==> src/rtl/position_pkg.sv <==
// Shared definitions for the Position path: meter FSM encoding and timebase width.
package position_pkg;

  localparam int unsigned COUNT_W = 32;

  typedef enum logic [1:0] {
    IDLE    = 2'd0,
    ARM     = 2'd1,
    MEASURE = 2'd2
  } meter_state_e;

endpackage : position_pkg

==> src/rtl/sync_edge_det.sv <==
// Synchronizer chain plus history flop for an asynchronous pulse input.
// Optional macro PULSE_PERIOD_METER_HIGH_TIME_EN adds the falling-edge output.
module sync_edge_det #(
  parameter int unsigned SYNC_STAGES = 2
) (
  input  logic clk,
  input  logic rst_n,
  input  logic sig_in,
  output logic rise
`ifdef PULSE_PERIOD_METER_HIGH_TIME_EN
  ,
  output logic fall
`endif
);

  logic [SYNC_STAGES-1:0] sync_q, sync_d;
  logic                   hist_q, hist_d;

  // Shift the input through the chain; history trails the newest synced bit.
  always_comb begin
    sync_d = {sync_q[SYNC_STAGES-2:0], sig_in};
    hist_d = sync_q[SYNC_STAGES-1];
  end

  // Chain and history registers, cleared by synchronous reset.
  always_ff @(posedge clk) begin
    if (!rst_n) begin
      sync_q <= '0;
      hist_q <= 1'b0;
    end else begin
      sync_q <= sync_d;
      hist_q <= hist_d;
    end
  end

  assign rise = sync_q[SYNC_STAGES-1] & ~hist_q;
`ifdef PULSE_PERIOD_METER_HIGH_TIME_EN
  assign fall = ~sync_q[SYNC_STAGES-1] & hist_q;
`endif

endmodule : sync_edge_det

==> src/rtl/pulse_period_meter.sv <==
// Measures rising-to-rising period of sig_in against the shared count timebase.
// Optional macro PULSE_PERIOD_METER_HIGH_TIME_EN adds the high_time output.
module pulse_period_meter
  import position_pkg::*;
#(
  parameter int unsigned SYNC_STAGES = 2,
  parameter int unsigned EDGE_CNT_W  = 16
) (
  input  logic                  clk,
  input  logic                  rst_n,
  input  logic                  en,
  input  logic                  sig_in,
  input  logic [COUNT_W-1:0]    count,
  input  logic [COUNT_W-1:0]    timeout,
  output logic [COUNT_W-1:0]    period,
  output logic                  valid,
  output logic                  stalled,
  output logic [EDGE_CNT_W-1:0] edge_cnt
`ifdef PULSE_PERIOD_METER_HIGH_TIME_EN
  ,
  output logic [COUNT_W-1:0]    high_time
`endif
);

  meter_state_e          state_q, state_d;
  logic [COUNT_W-1:0]    stamp_q, stamp_d;
  logic [COUNT_W-1:0]    period_q, period_d;
  logic                  valid_q, valid_d;
  logic                  stalled_q, stalled_d;
  logic [EDGE_CNT_W-1:0] edge_cnt_q, edge_cnt_d;
  logic [COUNT_W-1:0]    elapsed;
  logic                  tmo_hit;
  logic                  rise;
`ifdef PULSE_PERIOD_METER_HIGH_TIME_EN
  logic                  fall;
  logic [COUNT_W-1:0]    high_time_q, high_time_d;
`endif

  sync_edge_det #(
    .SYNC_STAGES(SYNC_STAGES)
  ) u_sync (
    .clk   (clk),
    .rst_n (rst_n),
    .sig_in(sig_in),
    .rise  (rise)
`ifdef PULSE_PERIOD_METER_HIGH_TIME_EN
    ,
    .fall  (fall)
`endif
  );

  // Modular difference keeps count wrap-around transparent.
  assign elapsed = count - stamp_q;
  assign tmo_hit = (timeout != '0) && (elapsed > timeout);

  // Next-state and output computation; rise takes priority over timeout.
  always_comb begin
    state_d    = state_q;
    stamp_d    = stamp_q;
    period_d   = period_q;
    valid_d    = 1'b0;
    stalled_d  = stalled_q;
    edge_cnt_d = edge_cnt_q;
`ifdef PULSE_PERIOD_METER_HIGH_TIME_EN
    high_time_d = high_time_q;
`endif
    if (!en) begin
      state_d   = IDLE;
      stalled_d = 1'b0;
    end else begin
      unique case (state_q)
        IDLE: begin
          state_d   = ARM;
          stalled_d = 1'b0;
        end
        ARM: begin
          if (rise) begin
            stamp_d    = count;
            edge_cnt_d = edge_cnt_q + EDGE_CNT_W'(1);
            state_d    = MEASURE;
          end
        end
        MEASURE: begin
          if (rise) begin
            period_d   = elapsed;
            stamp_d    = count;
            valid_d    = 1'b1;
            stalled_d  = 1'b0;
            edge_cnt_d = edge_cnt_q + EDGE_CNT_W'(1);
          end else if (tmo_hit) begin
            stalled_d = 1'b1;
            period_d  = '0;
            state_d   = ARM;
`ifdef PULSE_PERIOD_METER_HIGH_TIME_EN
            high_time_d = '0;
          end else if (fall) begin
            high_time_d = elapsed;
`endif
          end
        end
        default: state_d = IDLE;
      endcase
    end
  end

  // State and output registers with synchronous active-low reset.
  always_ff @(posedge clk) begin
    if (!rst_n) begin
      state_q    <= IDLE;
      stamp_q    <= '0;
      period_q   <= '0;
      valid_q    <= 1'b0;
      stalled_q  <= 1'b0;
      edge_cnt_q <= '0;
`ifdef PULSE_PERIOD_METER_HIGH_TIME_EN
      high_time_q <= '0;
`endif
    end else begin
      state_q    <= state_d;
      stamp_q    <= stamp_d;
      period_q   <= period_d;
      valid_q    <= valid_d;
      stalled_q  <= stalled_d;
      edge_cnt_q <= edge_cnt_d;
`ifdef PULSE_PERIOD_METER_HIGH_TIME_EN
      high_time_q <= high_time_d;
`endif
    end
  end

  assign period   = period_q;
  assign valid    = valid_q;
  assign stalled  = stalled_q;
  assign edge_cnt = edge_cnt_q;
`ifdef PULSE_PERIOD_METER_HIGH_TIME_EN
  assign high_time = high_time_q;
`endif

endmodule : pulse_period_meter

==> config.mk <==
export PLATFORM = sky130hd
export DESIGN_NAME = pulse_period_meter
export DESIGN_NICKNAME = d
export VERILOG_FILES = /design/src/rtl/position_pkg.sv /design/src/rtl/sync_edge_det.sv /design/src/rtl/pulse_period_meter.sv
export SDC_FILE = /design/constraint.sdc
export NUM_CORES = 1
export LEC_CHECK = 0
export BUFFER_PORTS_ARGS = -buffer_cell sky130_fd_sc_hd__clkbuf_2
export CAP_MARGIN = 20
export CELL_PAD_IN_SITES_DETAIL_PLACEMENT = 1
export CELL_PAD_IN_SITES_GLOBAL_PLACEMENT = 2
export CORE_AREA = 3 3 139 141
export CTS_CLUSTER_SIZE = 28
export DETAILED_ROUTE_END_ITERATION = 8
export DIE_AREA = 0 0 142 144
export PLACE_DENSITY_LB_ADDON = 0.05
export SYNTH_ARGS = -nofsm -noshare
export SYNTH_HDL_FRONTEND = slang
export SYNTH_SLANG_ARGS = --single-unit
==> constraint.sdc <==
create_clock -name clk -period 5.3 [get_ports clk]
set_input_delay 0.265 -clock clk [delete_from_list [all_inputs] [get_ports clk]]
set_output_delay 0.265 -clock clk [all_outputs]
set_load 0.02 [all_outputs]
# Yosys cells after proc, flatten, opt, wreduce, memory -nomap -nowiden
# Index checks and enable logic that the tools add are counted.
[op_classes] n_eq_ne=6 reduce_logical=12 add_sub_neg=2 mux=10 n_lt_le_gt_ge=1 bitwise_logic=2
[ops] operator="32-bit two-way mux" n=2
[ops] operator="32-bit > comparator" n=1
[ops] operator="32-bit nonzero test" n=1
[ops] operator="32-bit subtractor" n=1
[ops] operator="16-bit by 1-bit adder with 16-bit output, second input constant" n=1
[ops] operator="3-bit AND reduction" n=4
[ops] operator="2-bit two-way mux" n=3
[ops] operator="2-bit != test, second input constant" n=3
[ops] operator="2-bit one-hot mux with 3 select lines" n=1
[ops] operator="2-bit AND reduction" n=2
[ops] operator="2-bit nonzero test" n=2
[ops] operator="1-bit two-way mux" n=3
[ops] operator="3-bit != test, second input constant" n=1
[ops] operator="2-bit by 1-bit equality test with 1-bit output, second input constant" n=1
[ops] operator="2-bit equality test, second input constant" n=1
[ops] operator="2-bit logical NOT" n=1
[ops] operator="1-bit one-hot mux with 2 select lines" n=1
[ops] operator="2-bit OR reduction" n=1
[ops] operator="1-bit AND" n=1
[ops] operator="1-bit logical AND" n=1
[ops] operator="1-bit inverter" n=1
[word_totals] register_bits=87 inputBits=68 elab_cells=41 output_inout_bits=50

# Longest topological paths before layout
# Gate-level depths: netlist (run 1).
[logic_depth] word_depth=6 mapped_depth=22 mapped_depth_nobuf=21

# Hierarchy
# Synthesis (run 1) repeated with hierarchy kept, for this count alone.
[unflattened] hier_cells=738 area_unflattened_um2=5804.3
[by_module_without_submodules] mod="pulse_period_meter" cells_each=731 area_per_inst_um2=5711.7 n_inst=1 seq_area_each_um2=1681.6
[by_module_without_submodules] mod="sync_edge_det" cells_each=7 area_per_inst_um2=92.6 n_inst=1 seq_area_each_um2=60.1

# Worst setup path before layout (run 1)
# Ideal clock, no wire load.
[synth_timing] path_kind="reg2reg" from="register stamp_q[4]" to="register period_q[31] (netlist: period[31])" period_less_slack_ps=3988 setup_slack_ps=1312 stages_incl_launch_ff=20 setup_time_ps=74 path_buffers=1 required_ps=5226 arrival_ps=3914 path_cell_list="dfxtp_1 inv_1 ha_1 a21oi_2 nor3b_2 a211oi_2 or3_4 a221oi_4 o21ai_1 xor2_1 ha_1 a21o_1 nand3_1 a21oi_1 a2111oi_0 o21ai_0 o31ai_1 buf_2 a22oi_1 o21ai_0"
[synth_via] elab_chain_cells=5 word_cells_on_any_way=6 classes_between="add/sub: 1; order compare: 1; mux: 1; reduce/logical: 3"
[synth_rtl] item="start, declared" line="pulse_period_meter.sv:26" text="logic [COUNT_W-1:0] stamp_q, stamp_d;"
[synth_rtl] item="start signal, assigned" line="pulse_period_meter.sv:120" text="stamp_q <= stamp_d;"
[synth_rtl] item="32-bit subtractor *" line="pulse_period_meter.sv:53" text="assign elapsed = count - stamp_q;"
[synth_rtl] item="32-bit > comparator" line="pulse_period_meter.sv:54" text="assign tmo_hit = (timeout != '0) && (elapsed > timeout);"
[synth_rtl] item="1-bit logical AND" line="pulse_period_meter.sv:54"
[synth_rtl] item="2-bit nonzero test (no source line)"
[synth_rtl] item="3-bit AND reduction (no source line)"
[synth_rtl] item="end signal, assigned" line="pulse_period_meter.sv:121" text="period_q <= period_d;"
[synth_rtl] item="end, declared" line="pulse_period_meter.sv:27" text="logic [COUNT_W-1:0] period_q, period_d;"
# Mark *: on every way between the ends. The rest lies on a longest branch, timed or not.
# A chain may end at the register's enable or synchronous reset.

# Worst setup path after layout (run 1)
[layout_timing] from="register stamp_q[4]" to="register period_q[4] (netlist: period[4])"
# The elaborated chain is that of the path after synthesis.

==> flow_summary_export.csv, run 1 <==
group,metric,value,unit
status,outcome,"completed",
sta,finalHoldWorstSlack,0.125,ns
finish,antenna_cells_inserted,0,
sta,setup_viol_count_final,0,
grt,track_usage,19.4,%
grt,global_route_wire_length_before_repair,31400,µm
power_and_ir_drop,power_leakage,3.02,nW
setup_path,worst_setup_path_class,"reg -> reg",
floorplanning,start_util,32.1,%
cts,cts_tree,"yes",
sta,hold_viol_final,0,
power_and_ir_drop,power.share.switching,29.1,%
yosys,yosys_register_bits,87,
yosys,asyncSetResetFlopFracSynth,0,%
setup_path,critical-path-top-cell-by-count,"sky130_fd_sc_hd__ha_1",
power_and_ir_drop,sequentialPowerShare,38.5,%
route,drt_wl_total,19600,µm
setup_path,worst_path_largest_cell_delay,0.48,ns
sta,fin_crit_sh,93.1,%
cts,post_cts_hold_fix_bufs,0,
power_and_ir_drop,power_density_cells,246,mW/mm²
sta,report.final.slew_viol_count,0,
route,drc_markers,0,
sta,totalNegativeSetupSlack,0,ns
setup_path,crit_path_top_delay_cell,"sky130_fd_sc_hd__o31ai_4",
finish,nets,973,
route,avgViaCountPerCell,5.27,
yosys,post_synth_num_cell_types,61,
cts,postCtsResizedCells,0,
finish,areaGrowthSynthToFinish,20.1,%
yosys,synth_fp_nets,868,
setup_path,crit_path_end_kind,"flop",
setup_path,cp_data_arrival_time,5.23,ns
grt,initial_antenna_violation_count,0,
yosys,synth_top_flop_cell,"sky130_fd_sc_hd__dfxtp_1",
sta,worst_slew_pin_slew,0.952,ns
power_and_ir_drop,internal-power,1.22,mW
sta,slew-limit-headroom,36.5,%
floorplanning,die_x,142,µm
cts,root_buffer,"sky130_fd_sc_hd__clkbuf_16",
yosys,synth.yosys.seq_area_share,30.0,%
yosys,syn-mean-instance-area,7.92,µm²
cts,cts_max_path_buffers,2,
setup_path,critical_path_required,5.60,ns
power_and_ir_drop,comb_power_share,19.9,%
cts,numCtsBuffers,9,
yosys,count_of_flip_flops_with_a_built_in_enable_after_synthesis,0,
yosys,postSynthCellCount,732,
finish,layout.area.seq,0.00174,mm²
route,route.antenna.remaining_nets,0,
setup_path,cp_max_fo,17,
setup_path,timing.critical_path.cells,"inv_1, ha_1, a21oi_2, nor3b_2, a211oi_2, or3_4, a221oi_4, o21ai_1, xor2_1, ha_1, a21o_1, nand3_1, a21oi_1, a2111oi_0, o21ai_0, o31ai_4, buf_4, a22o_1",
floorplanning,core-area,0.0181,mm²
sta,fmax,203,MHz
worst_hold_path,hold_class,"in -> reg",
floorplanning,row_count,49,
floorplanning,fp.dieArea,0.0204,mm²
cts,h-tree-depth,3,
power_and_ir_drop,switching_power,499,µW
sta,finalWorstPathRequiredPeriod,4.93,ns
yosys,ys_warn_count,0,
power_and_ir_drop,power.share.clock,41.6,%
finish,nFillCells,2236,
placed_design,place_congestion,0.848,
grt,via_count_of_the_first_global_routing_pass,6054,
power_and_ir_drop,ir_drop,0.154,mV
finish,multi_input_comb_area,0.00367,mm²
route,dr.pass1.iters,4,
cts,postCtsSetupRepairBufs,0,
route,detail_route.iter0.violations,147,
job,max_cap_violations,0,
sta,finalClockSkew,0.00749,ns
finish,post_route_cells_drive_above_1_share,17.7,%
placed_design,post-dp-hpwl,15700,µm
grt,grt_start_max_net_pins,49,
route,route.detailed.wl_per_inst,18.3,µm
cts,tritoncts_num_sinks,87,
setup_path,cp-start-kind,"flop",
cts,clock_latency,0.35,ns
sta,unrepaired_setup_endpoints_after_global_routing,"no",
route,dr_total_vias,5639,
yosys,netlist_area,0.00580,mm²
floorplanning,floorplan.die.height,144,µm
floorplanning,pin_count,118,
cts,clk_pin_slew_worst_paths,0.07,ns
placed_design,portBuffers,117,
grt,grt_remaining_overflow,0,
-- Yosys cell counts, drive strengths merged (3+ instances only) --
cell,number,area share (%)
nor2,31,2.0
dfxtp,87,30
or3,7,0.84
a211o,3,0.45
nand2b,8,0.86
xnor2,16,2.4
a31oi,4,0.43
nand3,10,0.86
a22oi,3,0.39
and3,13,1.4
xor2,23,3.5
a21oi,79,7.0
nor2b,7,0.76
nor4,11,1.2
ha,67,14
nor3,6,0.52
o21ai,27,2.3
a22o,25,3.8
buf,7,0.54
nand4,18,1.9
and2,5,0.54
nand2,105,6.8
o31ai,6,0.78
a211oi,9,1.3
inv,77,5.0
clkbuf,22,1.4
a21o,19,2.5
o21bai,4,0.52
-- stage by stage --
stage / util (%) / cell area [µm²] / instances / setup slack [ns] / power (mW)
2_1_floorplan: - / 5800 / 732 / 1.31 / 0.895
3_3_place_gp: 36.6 / 6610 / 1054 / 0.434 / 1.01
3_5_place_dp: 36.7 / 6640 / 1055 / 0.306 / 1.02
4_1_cts: 38.5 / 6960 / 1071 / 0.319 / 1.75
5_1_grt: 38.5 / 6960 / 1071 / 0.0379 / 1.81
6_report: 38.5 / 6960 / 1071 / 0.368 / 1.72
-- logic make-up (layout without fill, tap and decap cells) --
family	Yosys count	after routing	synth area share (%)
AOI/OAI and AO/OA	203	203	23.4
xor gates and xnor gates	39	39	5.89
adders and majority gates	68	68	14.8
buffers and inverters	107	217	7.01
DFF	87	87	30.0
muxes	1	1	0.173
and+or+nand+nor	227	227	18.6
-- metal layers --
layer	wire, µm	global-route usage (%)	share of wire (%)	vias up
met5	0	0	0	-
met4	470	6.92	2.4	0
met3	714	3.11	3.6	27
met2	9330	34.4	48	122
met1	9080	23.9	46	2708
li1	-	-	-	2782
-- power groups by stage --
stage	clock, mW	sequential (mW)	combinational (mW)
finish	0.714	0.660	0.341
global route	0.760	0.660	0.385
CTS	0.744	0.660	0.345
detailed placement	0	0.676	0.342
global placement	0	0.675	0.336
floorplan	0	0.676	0.218
-- cell usage in the layout (no fill, tap or decap), types with 3 or more instances in the layout --
cell	instances
sky130_fd_sc_hd__o21bai_1	4
sky130_fd_sc_hd__a31oi_1	4
sky130_fd_sc_hd__nor3_1	6
sky130_fd_sc_hd__a22oi_1	3
sky130_fd_sc_hd__a22o_1	25
sky130_fd_sc_hd__buf_4	5
sky130_fd_sc_hd__xor2_1	23
sky130_fd_sc_hd__nand2b_1	8
sky130_fd_sc_hd__a211o_1	3
sky130_fd_sc_hd__inv_1	77
sky130_fd_sc_hd__a21oi_2	3
sky130_fd_sc_hd__nand3_1	9
sky130_fd_sc_hd__o21ai_0	25
sky130_fd_sc_hd__clkbuf_16	9
sky130_fd_sc_hd__nor2_1	31
sky130_fd_sc_hd__a211oi_1	8
sky130_fd_sc_hd__and2_1	5
sky130_fd_sc_hd__ha_1	67
sky130_fd_sc_hd__nor2b_1	7
sky130_fd_sc_hd__a21o_1	19
sky130_fd_sc_hd__and3_1	13
sky130_fd_sc_hd__nor4_1	11
sky130_fd_sc_hd__o31ai_1	5
sky130_fd_sc_hd__or3_1	6
sky130_fd_sc_hd__xnor2_1	16
sky130_fd_sc_hd__nand2_1	105
sky130_fd_sc_hd__nand4_1	18
sky130_fd_sc_hd__dfxtp_1	87
sky130_fd_sc_hd__a21oi_1	76
sky130_fd_sc_hd__clkbuf_2	117
-- state kept, by name, summed over array words and instances (netlist names) --
register and count:
edge_cnt 16, period 32, stalled 1, stamp_q 32, state_q 2, u_sync.hist_q 1, u_sync.sync_q 2, valid 1
-- worst max-delay path: cells and delay by family, from the launching register on --
| family | cells | cell delay [ns] |
|---|---|---|
| AND/OR/NAND/NOR | 3 | 0.78 |
| AO/OA/AOI/OAI | 10 | 2.34 |
| XOR/XNOR | 1 | 0.36 |
| flip-flops | 1 | 0.33 |
| adder cells (fa/ha/maj) | 2 | 0.65 |
| buffers and inverters | 2 | 0.40 |
-- path summary, 6_finish.rpt --
path	start	slack (ns)	to	cells after the start
min reg2reg	u_sync.sync_q[0]$_SDFF_PN0_	0.44	u_sync.sync_q[1]$_SDFF_PN0_	1
min	sig_in	0.12	u_sync.sync_q[0]$_SDFF_PN0_	2
max reg2reg	stamp_q[4]$_SDFFE_PN0P_	0.37	period[4]$_SDFFE_PN0P_	18
max	stamp_q[4]$_SDFFE_PN0P_	0.37	period[4]$_SDFFE_PN0P_	18
-- area by class of cell --
type | count | share of cell area, %
well taps | 229 | 4.11
clock inverters | 5 | 1.17
repair buffers | 123 | 9.34
flip-flops and latches | 87 | 25.0
multi-input cells | 538 | 52.7
inverters | 78 | 4.20
clock buffers | 11 | 3.49
Note: power is estimated with default switching activity, not from simulation.
==> run 2: changes to the inputs <==
--- a/config.mk
+++ b/config.mk
@@ -9,11 +9,13 @@
 export CAP_MARGIN = 20
 export CELL_PAD_IN_SITES_DETAIL_PLACEMENT = 1
 export CELL_PAD_IN_SITES_GLOBAL_PLACEMENT = 2
-export CORE_AREA = 3 3 139 141
+export CORE_AREA = 3 3 146 148
 export CTS_CLUSTER_SIZE = 28
 export DETAILED_ROUTE_END_ITERATION = 8
-export DIE_AREA = 0 0 142 144
+export DIE_AREA = 0 0 149 151
+export HOLD_SLACK_MARGIN = 0.1
 export PLACE_DENSITY_LB_ADDON = 0.05
+export RECOVER_POWER = 50
 export SYNTH_ARGS = -nofsm -noshare
 export SYNTH_HDL_FRONTEND = slang
 export SYNTH_SLANG_ARGS = --single-unit
==> constraint.sdc (replaced) <==
create_clock -name clk -period 4.2 [get_ports clk]
set_input_delay 0.21 -clock clk [delete_from_list [all_inputs] [get_ports clk]]
set_output_delay 0.21 -clock clk [all_outputs]
set_load 0.02 [all_outputs]
==> flow_summary_export.csv, run 2 (same netlist as run 1, synthesis figures left out) <==
group,metric,value,unit
grt,grt_most_used_layer,"met2",
grt,global_route_wire_length_before_repair,33900,µm
route,dr.pass1.iters,4,
route,route.antenna.remaining_nets,0,
sta,setup_viol_count_final,31,
cts,cts_tree,"yes",
route,route.detailed.wl_per_inst,17.3,µm
setup_path,critical_path_required,4.44,ns
cts,numCtsBuffers,9,
power_and_ir_drop,power.total,2.23,mW
grt,globalRouteMet2Util,33.5,%
power_and_ir_drop,switching_power,696,µW
grt,via_count_of_the_first_global_routing_pass,6552,
sta,totalNegativeSetupSlack,-4.01,ns
setup_path,worstRegToRegCells,21,
sta,worst_slew_pin_slew,0.944,ns
power_and_ir_drop,ir_drop,0.206,mV
setup_path,top_cell_family_by_delay_on_the_critical_path,"compound AO/OA/AOI/OAI gates",
setup_path,number_of_buffers_and_inverters_on_the_critical_path,4,
finish,nets,1094,
cts,root_buffer,"sky130_fd_sc_hd__clkbuf_16",
setup_path,worst_setup_path_class,"reg -> reg",
route,avgViaCountPerCell,4.94,
sta,finalClockSkew,0.0110,ns
finish,antenna_cells_inserted,0,
power_and_ir_drop,sequentialPowerShare,37.4,%
sta,fin_crit_sh,104,%
sta,fmax,229,MHz
sta,finalHoldWorstSlack,0.110,ns
sta,report.final.slew_viol_count,0,
grt,use_met1,23.8,%
floorplanning,die_x,149,µm
cts,cts_max_path_buffers,2,
setup_path,cp-start-kind,"flop",
setup_path,crit_path_top_delay_cell,"sky130_fd_sc_hd__fa_2",
placed_design,portBuffers,117,
power_and_ir_drop,power_leakage,3.46,nW
finish,post_route_cells_drive_above_1_share,25.0,%
setup_path,timing.critical_path.cells,"inv_2, buf_4, fa_2, a21oi_4, o211ai_1, nand4_1, a21oi_2, o211ai_1, a21oi_1, or3_4, and2_4, ha_4, nand4_1, nor3_2, nand2b_1, a211o_1, o21ai_4, o31ai_4, buf_12, buf_12, a22o_1",
grt,grt_start_max_net_pins,49,
sta,hold_viol_final,0,
route,detail_route.iter0.violations,202,
power_and_ir_drop,comb_power_share,26.4,%
grt,grt_util_met3,3.62,%
job,max_cap_violations,0,
cts,clock_latency,0.35,ns
finish,areaGrowthSynthToFinish,40.6,%
power_and_ir_drop,power_density_cells,273,mW/mm²
worst_hold_path,min_delay_path_depth,3,
setup_path,cp_data_arrival_time,4.61,ns
route,dr_total_vias,6089,
worst_hold_path,hold_class,"in -> reg",
grt,initial_antenna_violation_count,0,
power_and_ir_drop,power.share.clock,36.2,%
power_and_ir_drop,power.share.switching,31.2,%
placed_design,instance_count_after_placement_with_tap_cells_included,1188,
finish,layoutNonFillerInstCount,1233,
placed_design,place_congestion,0.820,
floorplanning,floorplan.die.height,151,µm
cts,h-tree-depth,3,
sta,unrepaired_setup_endpoints_after_global_routing,"yes",
grt,track_usage,19.1,%
floorplanning,fp.dieArea,0.0225,mm²
grt,grt_remaining_overflow,0,
cts,clk_pin_slew_worst_paths,0.07,ns
setup_path,worst_path_largest_cell_delay,0.38,ns
placed_design,post-dp-hpwl,16600,µm
setup_path,crit_cells,21,
floorplanning,row_count,52,
setup_path,cp_max_fo,7,
sta,slew-limit-headroom,37.0,%
finish,layout.cells.most_common_list,"sky130_fd_sc_hd__nand2_1 (104), sky130_fd_sc_hd__buf_4 (104), sky130_fd_sc_hd__dfxtp_1 (83)",
floorplanning,core-area,0.0202,mm²
sta,finalWorstPathRequiredPeriod,4.36,ns
power_and_ir_drop,internal-power,1.53,mW
status,outcome,"complete, but fails checks",
setup_path,crit_path_end_kind,"flop",
cts,tritoncts_num_sinks,87,
placed_design,place_ws,-0.653,ns
route,drt_wl_total,21300,µm
status,violations,"negative setup slack",
sta,post-route-worst-setup-slack,-0.164,ns
route,drc_markers,0,
floorplanning,start_util,28.7,%
floorplanning,pin_count,118,
-- run 2: worst reg2reg max path, stage by stage (launching register included) --
cell	delay, ns
sky130_fd_sc_hd__dfxtp_2	0.34
sky130_fd_sc_hd__inv_2	0.04
sky130_fd_sc_hd__buf_4	0.12
sky130_fd_sc_hd__fa_2	0.38
sky130_fd_sc_hd__a21oi_4	0.18
sky130_fd_sc_hd__o211ai_1	0.16
sky130_fd_sc_hd__nand4_1	0.24
sky130_fd_sc_hd__a21oi_2	0.10
sky130_fd_sc_hd__o211ai_1	0.23
sky130_fd_sc_hd__a21oi_1	0.12
sky130_fd_sc_hd__or3_4	0.34
sky130_fd_sc_hd__and2_4	0.17
sky130_fd_sc_hd__ha_4	0.25
sky130_fd_sc_hd__nand4_1	0.18
sky130_fd_sc_hd__nor3_2	0.27
sky130_fd_sc_hd__nand2b_1	0.12
sky130_fd_sc_hd__a211o_1	0.28
sky130_fd_sc_hd__o21ai_4	0.11
sky130_fd_sc_hd__o31ai_4	0.11
sky130_fd_sc_hd__buf_12	0.15
sky130_fd_sc_hd__buf_12	0.13
sky130_fd_sc_hd__a22o_1	0.23
-- run 2: what timing repair did --
action                                  4_1_cts  5_1_grt
endpoints found under the hold margin        19        0
endpoints found under the setup margin       35       35
buffers inserted                              5        5
gates resized for setup                      39       17
pin swaps                                    10       17
gates cloned                                  1        0
hold buffers                                 19        0
-- run 2: layer usage --
metal	part of all wire [%]	routed length, µm
met1	45	9650
met5	0	0
met3	3.7	796
met2	49	10400
met4	2.0	427
-- run 2: worst paths after layout --
path                               startpoint                          end  slack [ns]
hold / removal                      count[31]     stamp_q[31]$_SDFFE_PN0P_        0.11
hold reg to reg   u_sync.sync_q[0]$_SDFF_PN0_  u_sync.sync_q[1]$_SDFF_PN0_        0.44
setup reg to reg      stamp_q[1]$_SDFFE_PN0P_      period[16]$_SDFFE_PN0P_       -0.16
setup / recovery      stamp_q[1]$_SDFFE_PN0P_      period[16]$_SDFFE_PN0P_       -0.16
-- run 2: power groups by stage --
stage | Combinational (mW) | Clock [mW] | Sequential [mW]
6_report | 0.589 | 0.807 | 0.833
5_1_grt | 0.655 | 0.863 | 0.833
4_1_cts | 0.579 | 0.835 | 0.833
3_5_place_dp | 0.524 | 0 | 0.852
3_3_place_gp | 0.509 | 0 | 0.852
2_1_floorplan | 0.275 | 0 | 0.853
-- run 2: final cells by class --
type,instances,area [µm²]
clock buffer,10,239
clock inverter,6,43.8
fill,2498,12000
inverter,78,293
multi-input combinational,538,3920
sequential,87,1750
tap,270,338
timing repair buffer,244,1570
-- run 2: stage by stage --
stage               util [%]  area, µm²
detailed placement      36.6       7390
CTS                     40.2       8120
floorplan                  -       5800
finish                  40.4       8150
global route            40.4       8150
global placement        36.6       7390
==> run 3: changes to the inputs <==
--- a/config.mk
+++ b/config.mk
@@ -15,7 +15,6 @@
 export DIE_AREA = 0 0 149 151
 export HOLD_SLACK_MARGIN = 0.1
 export PLACE_DENSITY_LB_ADDON = 0.05
-export RECOVER_POWER = 50
 export SYNTH_ARGS = -nofsm -noshare
 export SYNTH_HDL_FRONTEND = slang
 export SYNTH_SLANG_ARGS = --single-unit
==> flow_summary_export.csv, run 3 (same netlist as run 1, synthesis figures left out) <==
group,metric,value,unit
status,outcome,"complete, but fails checks",
status,violations,"negative setup slack",
cts,numCtsBuffers,9,
route,drc_markers,0,
floorplanning,die_x,149,µm
sta,worst_slew_pin_slew,0.945,ns
cts,tritoncts_num_sinks,87,
sta,fin_crit_sh,104,%
floorplanning,row_count,52,
route,drt_wl_total,21200,µm
route,detail_route.iter0.violations,155,
sta,unrepaired_setup_endpoints_after_global_routing,"yes",
power_and_ir_drop,ir_drop,0.206,mV
placed_design,post-dp-hpwl,16600,µm
grt,initial_antenna_violation_count,0,
floorplanning,fp.dieArea,0.0225,mm²
grt,global_route_wire_length_before_repair,33900,µm
setup_path,critical_path_required,4.44,ns
finish,antenna_cells_inserted,0,
sta,slew-limit-headroom,36.9,%
grt,grt_remaining_overflow,0,
worst_hold_path,hold_class,"in -> reg",
power_and_ir_drop,power_density_cells,271,mW/mm²
finish,layout.area.seq,0.00175,mm²
placed_design,place_congestion,0.820,
cts,root_buffer,"sky130_fd_sc_hd__clkbuf_16",
finish,layout.cells.most_common_list,"sky130_fd_sc_hd__clkbuf_2 (117), sky130_fd_sc_hd__nand2_1 (104), sky130_fd_sc_hd__buf_4 (104)",
finish,layout.cells.most_common,"sky130_fd_sc_hd__clkbuf_2",
finish,multi_input_comb_area,0.00392,mm²
sta,setup_viol_count_final,31,
route,dr.pass1.iters,4,
sta,fmax,229,MHz
job,max_cap_violations,0,
sta,hold_viol_final,0,
finish,nets,1094,
sta,finalWorstPathRequiredPeriod,4.36,ns
finish,areaGrowthSynthToFinish,41.6,%
finish,nFillCells,2488,
power_and_ir_drop,switching_power,695,µW
cts,cts_max_path_buffers,2,
grt,grt_start_max_net_pins,49,
route,dr_total_vias,6084,
finish,finish.instance_area,0.00821,mm²
floorplanning,floorplan.die.height,151,µm
power_and_ir_drop,sequentialPowerShare,37.4,%
grt,via_count_of_the_first_global_routing_pass,6552,
power_and_ir_drop,power.share.clock,36.2,%
setup_path,worstRegToRegCells,21,
floorplanning,pin_count,118,
setup_path,cp_max_fo,7,
power_and_ir_drop,power_leakage,3.63,nW
floorplanning,start_util,28.7,%
route,route.antenna.remaining_nets,0,
setup_path,cp-start-kind,"flop",
sta,post-route-worst-setup-slack,-0.160,ns
power_and_ir_drop,comb_power_share,26.4,%
placed_design,place_area,0.00739,mm²
cts,h-tree-depth,3,
setup_path,worst_setup_path_class,"reg -> reg",
floorplanning,core-area,0.0202,mm²
grt,track_usage,19.1,%
finish,post_route_cells_drive_above_1_share,30.0,%
route,avgViaCountPerCell,4.93,
worst_hold_path,min_delay_path_depth,3,
setup_path,crit_path_end_kind,"flop",
sta,report.final.slew_viol_count,0,
power_and_ir_drop,internal-power,1.53,mW
cts,cts_tree,"yes",
route,route.detailed.wl_per_inst,17.2,µm
power_and_ir_drop,power.total,2.23,mW
sta,finalClockSkew,0.0112,ns
placed_design,portBuffers,117,
cts,clk_pin_slew_worst_paths,0.07,ns
cts,clock_latency,0.35,ns
power_and_ir_drop,power.share.switching,31.2,%
setup_path,cp_data_arrival_time,4.60,ns
[run 3: cell count changes in the layout (fill, tap and decap cells not counted)]
cell,before,now
sky130_fd_sc_hd__clkbuf_1,48,0
sky130_fd_sc_hd__clkbuf_2,69,117
[run 3: path summary, 6_finish.rpt]
| kind | from | end | slack (ns) |
|---|---|---|---|
| worst max-delay path | stamp_q[1]$_SDFFE_PN0P_ | period[16]$_SDFFE_PN0P_ | -0.16 |
| worst min-delay path | count[21] | stamp_q[21]$_SDFFE_PN0P_ | 0.11 |
| worst max register to register | stamp_q[1]$_SDFFE_PN0P_ | period[16]$_SDFFE_PN0P_ | -0.16 |
| worst min register to register | u_sync.sync_q[0]$_SDFF_PN0_ | u_sync.sync_q[1]$_SDFF_PN0_ | 0.44 |
[run 3: metal layers]
layer / vias up / wire [µm] / global-route usage, % / part of all wire, %
met4: 0 / 427 / 5.63 / 2.0
met3: 29 / 817 / 3.62 / 3.9
met1: 2916 / 9560 / 23.8 / 45
met2: 114 / 10400 / 33.5 / 49
li1: 3025 / - / - / -
met5: - / 0 / 0 / 0
[run 3: stage by stage]
stage          setup TNS, ns  utilization (%)  hold WS [ns]  std cells  setup WS, ns
6_report               -3.84             40.7         0.110       1233        -0.160
5_1_grt               -11.94             40.7         0.109       1233        -0.396
4_1_cts                -3.81             40.2         0.100       1229        -0.146
3_5_place_dp          -21.29             36.6         0.421       1188        -0.653
3_3_place_gp          -22.75             36.6         0.418       1188        -0.693
2_1_floorplan              0                -         0.337        732         0.212
[run 3: what timing repair did]
item | CTS | global route
endpoints found under the hold margin | 19 | 0
gates resized for setup | 39 | 17
pin swaps | 10 | 17
gates cloned | 1 | 0
hold buffers | 19 | 0
endpoints found under the setup margin | 35 | 35
buffers inserted | 5 | 5
[run 3: critical path: stages (launching register included)]
cell	delay [ns]
sky130_fd_sc_hd__dfxtp_2	0.34
sky130_fd_sc_hd__inv_2	0.04
sky130_fd_sc_hd__buf_4	0.12
sky130_fd_sc_hd__fa_2	0.38
sky130_fd_sc_hd__a21oi_4	0.18
sky130_fd_sc_hd__o211ai_1	0.15
sky130_fd_sc_hd__nand4_1	0.24
sky130_fd_sc_hd__a21oi_2	0.10
sky130_fd_sc_hd__o211ai_1	0.23
sky130_fd_sc_hd__a21oi_1	0.12
sky130_fd_sc_hd__or3_4	0.34
sky130_fd_sc_hd__and2_4	0.17
sky130_fd_sc_hd__ha_4	0.25
sky130_fd_sc_hd__nand4_1	0.18
sky130_fd_sc_hd__nor3_2	0.27
sky130_fd_sc_hd__nand2b_1	0.12
sky130_fd_sc_hd__a211o_1	0.28
sky130_fd_sc_hd__o21ai_4	0.11
sky130_fd_sc_hd__o31ai_4	0.11
sky130_fd_sc_hd__buf_12	0.15
sky130_fd_sc_hd__buf_12	0.13
sky130_fd_sc_hd__a22o_1	0.23
[run 3: cell type report]
type	count	share of cell area, %
Clock inverter	6	0.533
Sequential cell	87	21.3
Multi-Input combinational cell	538	47.7
Inverter	78	3.57
Tap cell	270	4.11
Clock buffer	10	2.91
Timing Repair Buffer	244	19.9
[run 3: power by group through the flow]
stage / clock (mW) / combinational (mW) / sequential [mW]
floorplan: 0 / 0.275 / 0.853
global placement: 0 / 0.509 / 0.852
detailed placement: 0 / 0.524 / 0.852
CTS: 0.835 / 0.579 / 0.833
global route: 0.863 / 0.656 / 0.833
finish: 0.806 / 0.589 / 0.833
